==> src/rtl/imm_decode_ctrl_pkg.sv <==
// Shared definitions for the decode-stage instruction skid buffer.
// Contents:
//   imm_type_e - immediate-generator format codes (R=0 .. J=5)
//   OPC_*      - RV32I major opcodes recognised by the decoder
//   state_e    - RUN / TRAP controller states
//   entry_t    - one buffered instruction with its pre-decoded type
package imm_decode_ctrl_pkg;

  typedef enum logic [2:0] {
    IMM_R = 3'd0,
    IMM_I = 3'd1,
    IMM_S = 3'd2,
    IMM_B = 3'd3,
    IMM_U = 3'd4,
    IMM_J = 3'd5
  } imm_type_e;

  localparam logic [6:0] OPC_OP     = 7'b0110011;
  localparam logic [6:0] OPC_OP_IMM = 7'b0010011;
  localparam logic [6:0] OPC_LOAD   = 7'b0000011;
  localparam logic [6:0] OPC_JALR   = 7'b1100111;
  localparam logic [6:0] OPC_STORE  = 7'b0100011;
  localparam logic [6:0] OPC_BRANCH = 7'b1100011;
  localparam logic [6:0] OPC_LUI    = 7'b0110111;
  localparam logic [6:0] OPC_AUIPC  = 7'b0010111;
  localparam logic [6:0] OPC_JAL    = 7'b1101111;

  typedef enum logic {
    ST_RUN  = 1'b0,
    ST_TRAP = 1'b1
  } state_e;

  typedef struct packed {
    logic [31:0] instr;
    logic [31:0] pc;
    logic [2:0]  imm_type;
    logic        illegal;
  } entry_t;

endpackage

==> src/rtl/imm_type_dec.sv <==
// Combinational opcode decoder: maps a 7-bit major opcode to the immediate
// format used by the immediate generator, flagging opcodes it does not know.
// Ports:
//   opcode   in  [6:0]  instruction bits [6:0]
//   imm_type out [2:0]  immediate format (R for unknown opcodes)
//   illegal  out        opcode is not a recognised RV32I major opcode
module imm_type_dec
  import imm_decode_ctrl_pkg::*;
(
  input  logic [6:0] opcode,
  output logic [2:0] imm_type,
  output logic       illegal
);

  always_comb begin
    imm_type = IMM_R;
    illegal  = 1'b0;
    case (opcode)
      OPC_OP:                       imm_type = IMM_R;
      OPC_OP_IMM, OPC_LOAD, OPC_JALR: imm_type = IMM_I;
      OPC_STORE:                    imm_type = IMM_S;
      OPC_BRANCH:                   imm_type = IMM_B;
      OPC_LUI, OPC_AUIPC:           imm_type = IMM_U;
      OPC_JAL:                      imm_type = IMM_J;
      default: begin
        imm_type = IMM_R;
        illegal  = 1'b1;
      end
    endcase
  end

endmodule

==> src/rtl/imm_decode_ctrl.sv <==
// Decode-stage skid buffer: a DEPTH-entry FIFO between fetch and EX that
// pre-decodes the immediate format on entry. An illegal head instruction
// stalls the buffer in TRAP until the trap handler acknowledges it, which
// discards that entry.
// Ports:
//   clk, rst_n           clock, asynchronous active-low reset
//   in_valid/in_ready    fetch-side handshake; in_instr/in_pc payload
//   flush                redirect: empties the buffer on the next edge
//   out_valid/out_ready  EX-side handshake; out_instr/out_pc head payload
//   imm_type, imm_field  immediate format and out_instr[31:7]
//   illegal, trap_ack    head is illegal / trap handler consumed it
module imm_decode_ctrl
  import imm_decode_ctrl_pkg::*;
#(
  parameter int DEPTH = 2
) (
  input  logic        clk,
  input  logic        rst_n,
  input  logic        in_valid,
  output logic        in_ready,
  input  logic [31:0] in_instr,
  input  logic [31:0] in_pc,
  input  logic        flush,
  input  logic        out_ready,
  output logic        out_valid,
  output logic [31:0] out_instr,
  output logic [31:0] out_pc,
  output logic [2:0]  imm_type,
  output logic [24:0] imm_field,
  output logic        illegal,
  input  logic        trap_ack
);

  localparam int PTR_W = $clog2(DEPTH);
  localparam int CNT_W = PTR_W + 1;
  localparam logic [CNT_W-1:0] FULL_CNT = CNT_W'(DEPTH);

  entry_t           r_mem [DEPTH];
  logic [PTR_W-1:0] r_wr_ptr;
  logic [PTR_W-1:0] r_rd_ptr;
  logic [CNT_W-1:0] r_count;
  state_e           r_state;
  state_e           w_state_nxt;

  logic [2:0] w_dec_type;
  logic       w_dec_illegal;
  entry_t     w_head;
  logic       w_has_head;
  logic       w_push;
  logic       w_pop;
  logic       w_trap_pop;

  imm_type_dec u_imm_type_dec (
    .opcode   (in_instr[6:0]),
    .imm_type (w_dec_type),
    .illegal  (w_dec_illegal)
  );

  assign w_head     = r_mem[r_rd_ptr];
  assign w_has_head = (r_count != '0);

  // rst_n gates in_ready directly so fetch sees "not ready" during reset,
  // even though the cleared count would otherwise report space.
  assign in_ready  = rst_n && (r_count < FULL_CNT) && !flush && (r_state != ST_TRAP);
  assign out_valid = w_has_head && (r_state == ST_RUN) && !w_head.illegal;
  assign illegal   = w_has_head && w_head.illegal;

  // Outputs are forced to zero when empty so stale storage never leaks out.
  assign out_instr = w_has_head ? w_head.instr    : '0;
  assign out_pc    = w_has_head ? w_head.pc       : '0;
  assign imm_type  = w_has_head ? w_head.imm_type : '0;
  assign imm_field = out_instr[31:7];

  assign w_push     = in_valid && in_ready;
  assign w_trap_pop = (r_state == ST_TRAP) && trap_ack;
  assign w_pop      = (out_valid && out_ready) || w_trap_pop;

  always_comb begin
    w_state_nxt = r_state;
    case (r_state)
      ST_RUN:  if (w_has_head && w_head.illegal) w_state_nxt = ST_TRAP;
      ST_TRAP: if (trap_ack) w_state_nxt = ST_RUN;
      default: w_state_nxt = ST_RUN;
    endcase
    if (flush) w_state_nxt = ST_RUN;
  end

  always_ff @(posedge clk or negedge rst_n) begin
    if (!rst_n) begin
      r_state <= ST_RUN;
    end else begin
      r_state <= w_state_nxt;
    end
  end

  // DEPTH is a power of two, so pointer increments wrap modulo DEPTH for free.
  always_ff @(posedge clk or negedge rst_n) begin
    if (!rst_n) begin
      r_wr_ptr <= '0;
      r_rd_ptr <= '0;
      r_count  <= '0;
    end else if (flush) begin
      r_wr_ptr <= '0;
      r_rd_ptr <= '0;
      r_count  <= '0;
    end else begin
      if (w_push) r_wr_ptr <= r_wr_ptr + 1'b1;
      if (w_pop)  r_rd_ptr <= r_rd_ptr + 1'b1;
      case ({w_push, w_pop})
        2'b10:   r_count <= r_count + 1'b1;
        2'b01:   r_count <= r_count - 1'b1;
        default: r_count <= r_count;
      endcase
    end
  end

  // Payload storage carries no reset; validity is tracked by r_count alone.
  always_ff @(posedge clk) begin
    if (w_push) begin
      r_mem[r_wr_ptr] <= '{instr: in_instr, pc: in_pc,
                           imm_type: w_dec_type, illegal: w_dec_illegal};
    end
  end

endmodule

==> config.mk <==
export PLATFORM = sky130hd
export DESIGN_NAME = imm_decode_ctrl
export DESIGN_NICKNAME = d
export VERILOG_FILES = /design/src/rtl/imm_decode_ctrl_pkg.sv /design/src/rtl/imm_type_dec.sv /design/src/rtl/imm_decode_ctrl.sv
export SDC_FILE = /design/constraint.sdc
export NUM_CORES = 1
export LEC_CHECK = 0
export BUFFER_PORTS_ARGS = -buffer_cell sky130_fd_sc_hd__buf_4
export CAP_MARGIN = 20
export CORE_UTILIZATION = 45
export CTS_CLUSTER_SIZE = 30
export DETAILED_ROUTE_END_ITERATION = 10
export PLACE_DENSITY = 0.71
export SYNTH_ARGS = -nofsm -noshare
export SYNTH_HDL_FRONTEND = slang
export SYNTH_HIERARCHICAL = 1
export SYNTH_SLANG_ARGS = --single-unit
==> constraint.sdc <==
create_clock -name clk -period 10.7 [get_ports clk]
set_input_delay 2.14 -clock clk [delete_from_list [all_inputs] [get_ports clk]]
set_output_delay 2.14 -clock clk [all_outputs]
set_load 0.005 [all_outputs]
=== After elaboration in Yosys (flattened, before gate mapping) ===
Memories as Yosys holds them, arrays and structs flattened.
Cells that the tools add are included.

* Bits in registers: 5
* Latch bits: 0
* Bits in writable memories: 136
* Bits in read-only memories: 0
* Input bits: 70
* Output and inout bits: 95
* Logic and storage cells: 58
* Memories kept: 1

{| class="wikitable"
|+ Memory list
! memory !! depth !! width !! read ports !! clocked after memory_dff !! wr ports !! line !! text
|-
| r_mem || 2 || 68 || 1 || 0 || 1 || imm_decode_ctrl.sv:38 || <nowiki>entry_t r_mem [DEPTH];</nowiki>
|}

* Add/sub/neg operators: 4
* Multiply operators: 0
* Div/mod/pow operators: 0
* $lt $le $gt $ge: 1
* Equal/unequal tests: 11
* Shifts and indexed selects: 0
* Mux-type cells: 17
* Bitwise gates (word level): 1
* Reduce and logical (&&, ||, !) cells: 19

{| class="wikitable"
|+ Operators by type and width
! cell !! count
|-
| 32-bit 2-to-1 mux || 2
|-
| 7-bit by 6-bit == test with 1-bit output (second input constant) || 3
|-
| 7-bit == test (second input constant) || 3
|-
| 3-bit case mux with 5 select lines || 1
|-
| 7-bit by 5-bit == test with 1-bit output (second input constant) || 2
|-
| 1-bit 2-to-1 mux || 10
|-
| 1-bit logical AND || 9
|-
| 9-bit OR reduction || 1
|-
| 7-bit by 2-bit == test with 1-bit output (second input constant) || 1
|-
| 2-bit nonzero test || 3
|-
| 2-bit case mux with 2 select lines || 1
|-
| 3-bit 2-to-1 mux || 1
|-
| 3-bit nonzero test || 1
|-
| 3-bit OR reduction || 1
|-
| 1-bit adder (second input constant) || 2
|-
| 2-bit by 1-bit adder with 2-bit output (second input constant) || 1
|-
| 2-bit by 1-bit == test with 1-bit output (second input constant) || 1
|-
| 2-bit == test (second input constant) || 1
|-
| 1-bit logical NOT || 2
|-
| 2-bit less-than comparator (second input constant) || 1
|-
| 2-bit 2-to-1 mux || 1
|-
| 1-bit case mux with 2 select lines || 1
|-
| 2-bit OR reduction || 1
|-
| 2-bit by 1-bit subtractor with 2-bit output (second input constant) || 1
|-
| 2 further kinds || 2
|}

=== Logic depth before layout (Yosys ltp) ===
* Word-level depth: 8
* Mapped depth: 6
* Depth with buffers taken out: 4

=== By module ===
The synthesis kept the hierarchy.

{| class="wikitable"
|+ By module, submodules not included
! module !! times used !! cells an instance !! area each (um2) !! seq. area each (um2)
|-
| imm_decode_ctrl || 1 || 344 || 5572.8 || 4209.0
|-
| imm_type_dec || 1 || 15 || 88.8 || 0.0
|}

=== Least setup slack after synthesis ===
No wires, ideal clock.

* Kind: input to register
* Start: input flush
* End: memory r_mem[0][0] (netlist bit), enable pin
* Setup time: 494 ps
* Arrival: 5466 ps
* Required time: 10206 ps
* Path slack: 4740 ps
* Stages on the path: 3
* Buffers on the path: 0
* Path through: nor4b_4 nand2_1 nor2_1

* Longest elaborated chain between the ends: 6

{| class="wikitable"
|+ Ends and longest elaborated chain
! element !! line !! text
|-
| start, declared || imm_decode_ctrl.sv:23 || <nowiki>input logic flush,</nowiki>
|-
| 1-bit logical NOT || imm_decode_ctrl.sv:64 || <nowiki>assign in_ready = rst_n && (r_count < FULL_CNT) && !flush && (r_state != ST_TRAP);</nowiki>
|-
| 1-bit logical AND (2 in a row) || imm_decode_ctrl.sv:64 ||
|-
| 1-bit logical AND || imm_decode_ctrl.sv:74 || <nowiki>assign w_push = in_valid && in_ready;</nowiki>
|-
| 1-bit 2-to-1 mux || imm_decode_ctrl.sv:119 || <nowiki>if (w_push) begin</nowiki>
|-
| 1-bit 2-to-1 mux (not written as such) || imm_decode_ctrl.sv:120 || <nowiki>r_mem[r_wr_ptr] <= '{instr: in_instr, pc: in_pc,</nowiki>
|-
| end, declared || imm_decode_ctrl.sv:38 ||
|}

Every way passes these cells.

=== Final worst setup path ===
* Start: input flush
* End: output in_ready

* Longest elaborated chain between the ends: 3

{| class="wikitable"
|+ Ends and longest elaborated chain
! element !! line !! text
|-
| 1-bit logical NOT || imm_decode_ctrl.sv:64 ||
|-
| 1-bit logical AND (2 in a row) || imm_decode_ctrl.sv:64 ||
|-
| end, declared || imm_decode_ctrl.sv:20 || <nowiki>output logic in_ready,</nowiki>
|}

Every way passes these cells.

==> summary.txt <==
Finish
  • # nets final: 575
  • N_diodes: 0
  • Share of layout cells above drive strength 1: 0.398
  • Area Overhead vs Synth: 32.3%
  • Most frequent cells in the layout: 167 x buf_4, 136 x edfxtp_1, 75 x nor2_1
  • Most common cell after layout, fill and taps aside: buf_4
  • Post-route cell area: 0.00749 mm²

Synth
  • Top cell type's share of synthesized area: 0.721
  • Ranking of synthesized cells by area: edfxtp_1 72%, mux2i_1 12%, nor2_1 5.1%
  • Gate Count Post-Synth: between 300 and 400
  • Post-synthesis cell area: approximately 0.0057 mm²
  • Ys Warns: 6
  • #FFs+latches synth: 141
  • Register area share after synthesis: 0.743
  • Synth cell types: 26
  • Post-synth top area cell: edfxtp_1
  • Syn avg cell area: 15.8 µm²
  • Syn nets: 429

Setup path
  • Critical path class: in -> out
  • Startpoint class of the critical path: primary input
  • Crit-path most repeated cell: buf_4
  • Req. time, crit path: approximately 8.6 ns
  • Worst-path maximum fanout: 7
  • CP max stage delay: 0.37 ns
  • Endpoint type of the worst setup path: output pin
  • Cells along the critical path: buf_4 -> nor4b_4 -> buf_4
  • Worst Path Arrival: 2.82 ns
  • Crit-path slowest cell: nor4b_4

Pwr
  • LEAKAGE: 2.81 nW
  • Pwr dens: 190 mW/mm²
  • Peak supply drop: 0.0945 mV

Routing
  • WL per Instance: about 16 µm
  • DR pass1 iterations: 4
  • Antenna viol nets, final: 0
  • Detailed Route WL: about 11000 µm
  • Drt drc: 0
  • DR vias/cell: 4.75
  • Via Count: roughly 3300
  • Iteration-0 DRC Markers: 156

Placement
  • Post-DP HPWL: about 6700 µm
  • IO buf count: 164
  • Placed Area: 0.00690 mm²
  • RD Place Congestion: 0.745
  • Place WS: 5.75 ns

STA
  • Period utilization: 0.464
  • Max Fclk: about 200 MHz
  • Final Hold Viols: 0
  • Setup TNS: 0 ns
  • Worst setup margin: 5.74 ns
  • Min Tclk post-route: 4.96 ns
  • Tightest Pin Transition: 0.969 ns
  • Setup Skew: between 0.007 and 0.008 ns
  • Hold slack: 0.646 ns
  • Max-slew violations: 0
  • Slew HR: 0.354
  • Final setup vio count: 0
  • RSZ-0062 raised after global routing: no

Worst hold path
  • Class of the worst hold path: reg -> reg

Floorplan
  • Core area: 0.0122 mm²
  • Die height: 114 µm
  • Die footprint: 0.0130 mm²
  • Starting Density: 0.466
  • Ports: 165
  • Std cell rows: 40
  • Die width: 114 µm

GRT
  • Initial antenna violation count: 0
  • Global route overflow: 0
  • Largest net degree at the start of global routing: 69
  • Vias in the first global route: 3355
  • Total GRT Usage: 0.170
  • First-pass GRT wire length: around 16000 µm

Clock network
  • Post-CTS Resized: 0
  • Root Driver: clkbuf_16
  • CTS H-tree depth: 4
  • CTS tree: yes
  • CTS Hold Bufs: 0
  • Setup bufs post-CTS: 0
  • CTS max path bufs: 2
  • CTS Buf Count: 17
  • Worst-path clk slew: 0.06 ns
  • CTS Sinks: 141
  • Worst skew pair latency: 0.40 ns

Outcome
  • Status: completed

Job
  • Max Cap Viol: 0
synth_stat cells:
cell type  count
a211o_1        1
a21o_1         1
a21oi_1        4
a32o_2         1
and3_1         2
buf_2          8
buf_4         25
clkbuf_1       7
dfrtp_1        5
edfxtp_1     136
inv_1          3
mux2_1         1
mux2i_1       69
nand2_1        5
nand2b_4       1
nor2_1        77
nor2b_1        2
nor3_1         2
nor4_1         1
nor4b_4        1
o21ai_0        2
o2bb2a_2       1
or2_2          1
or3_1          1
xnor2_1        1
xor2_1         1
critical path: cells and delay by family:
kind | cells | cell delay [ns]
simple gates | 1 | 0.37
buf+inv | 2 | 0.31
final timing paths:
kind	from	end	slack, ns	cells past startpoint
max	flush	in_ready	5.74	3
max reg2reg	r_rd_ptr	r_count[1]	8.42	4
min in group asynchronous	rst_n	r_wr_ptr	1.53	1
max in group asynchronous	rst_n	r_rd_ptr	9.04	1
min	r_wr_ptr	r_wr_ptr	0.65	2
min reg2reg	r_wr_ptr	r_wr_ptr	0.65	2
registers in the layout (all words and copies together) (netlist names):
register / cells
r_count: 2
r_state: 1
r_rd_ptr: 1
r_mem: 136
r_wr_ptr: 1
where the power goes:
| part | total, mW | switching [mW] | internal, mW |
|---|---|---|---|
| Clock | 0.585 | 0.219 | 0.367 |
| Combinational | 0.201 | 0.0937 | 0.107 |
| Sequential | 0.638 | 0.0141 | 0.624 |
| Total | 1.42 | 0.326 | 1.10 |
layer usage:
| layer | vias up | routed length [µm] | track usage |
|---|---|---|---|
| li1 | 1579 | - | - |
| met1 | 1551 | 4440 | 0.201 |
| met2 | 116 | 5330 | 0.285 |
| met3 | 14 | 652 | 0.0508 |
| met4 | 0 | 224 | 0.0805 |
| met5 | - | 0 | 0 |
cells by family after synthesis:
kind of cell,share of synthesized area
AO/OA/AOI/OAI,0.0122
XOR/XNOR,0.00309
multiplexers,0.124
flip-flops,0.743
buffers and inverters,0.0469
AND/OR/NAND/NOR,0.0705
layout make-up:
cell class	count	area (µm²)
clock buffers	18	429
repair buffers	167	1250
clock inverters	14	166
fillers	933	4670
flip-flops and latches	141	4210
inverters	3	11.3
well taps	168	210
multi-input cells	175	1210
metrics by stage:
step / utilization / std cells / total power, mW
after floorplan: - / 359 / 0.753
after global placement: 0.567 / 654 / 0.850
after detailed placement: 0.567 / 654 / 0.853
after CTS: 0.616 / 686 / 1.44
after global routing: 0.616 / 686 / 1.48
final: 0.616 / 686 / 1.42
(Power assumes the default switching activity.)
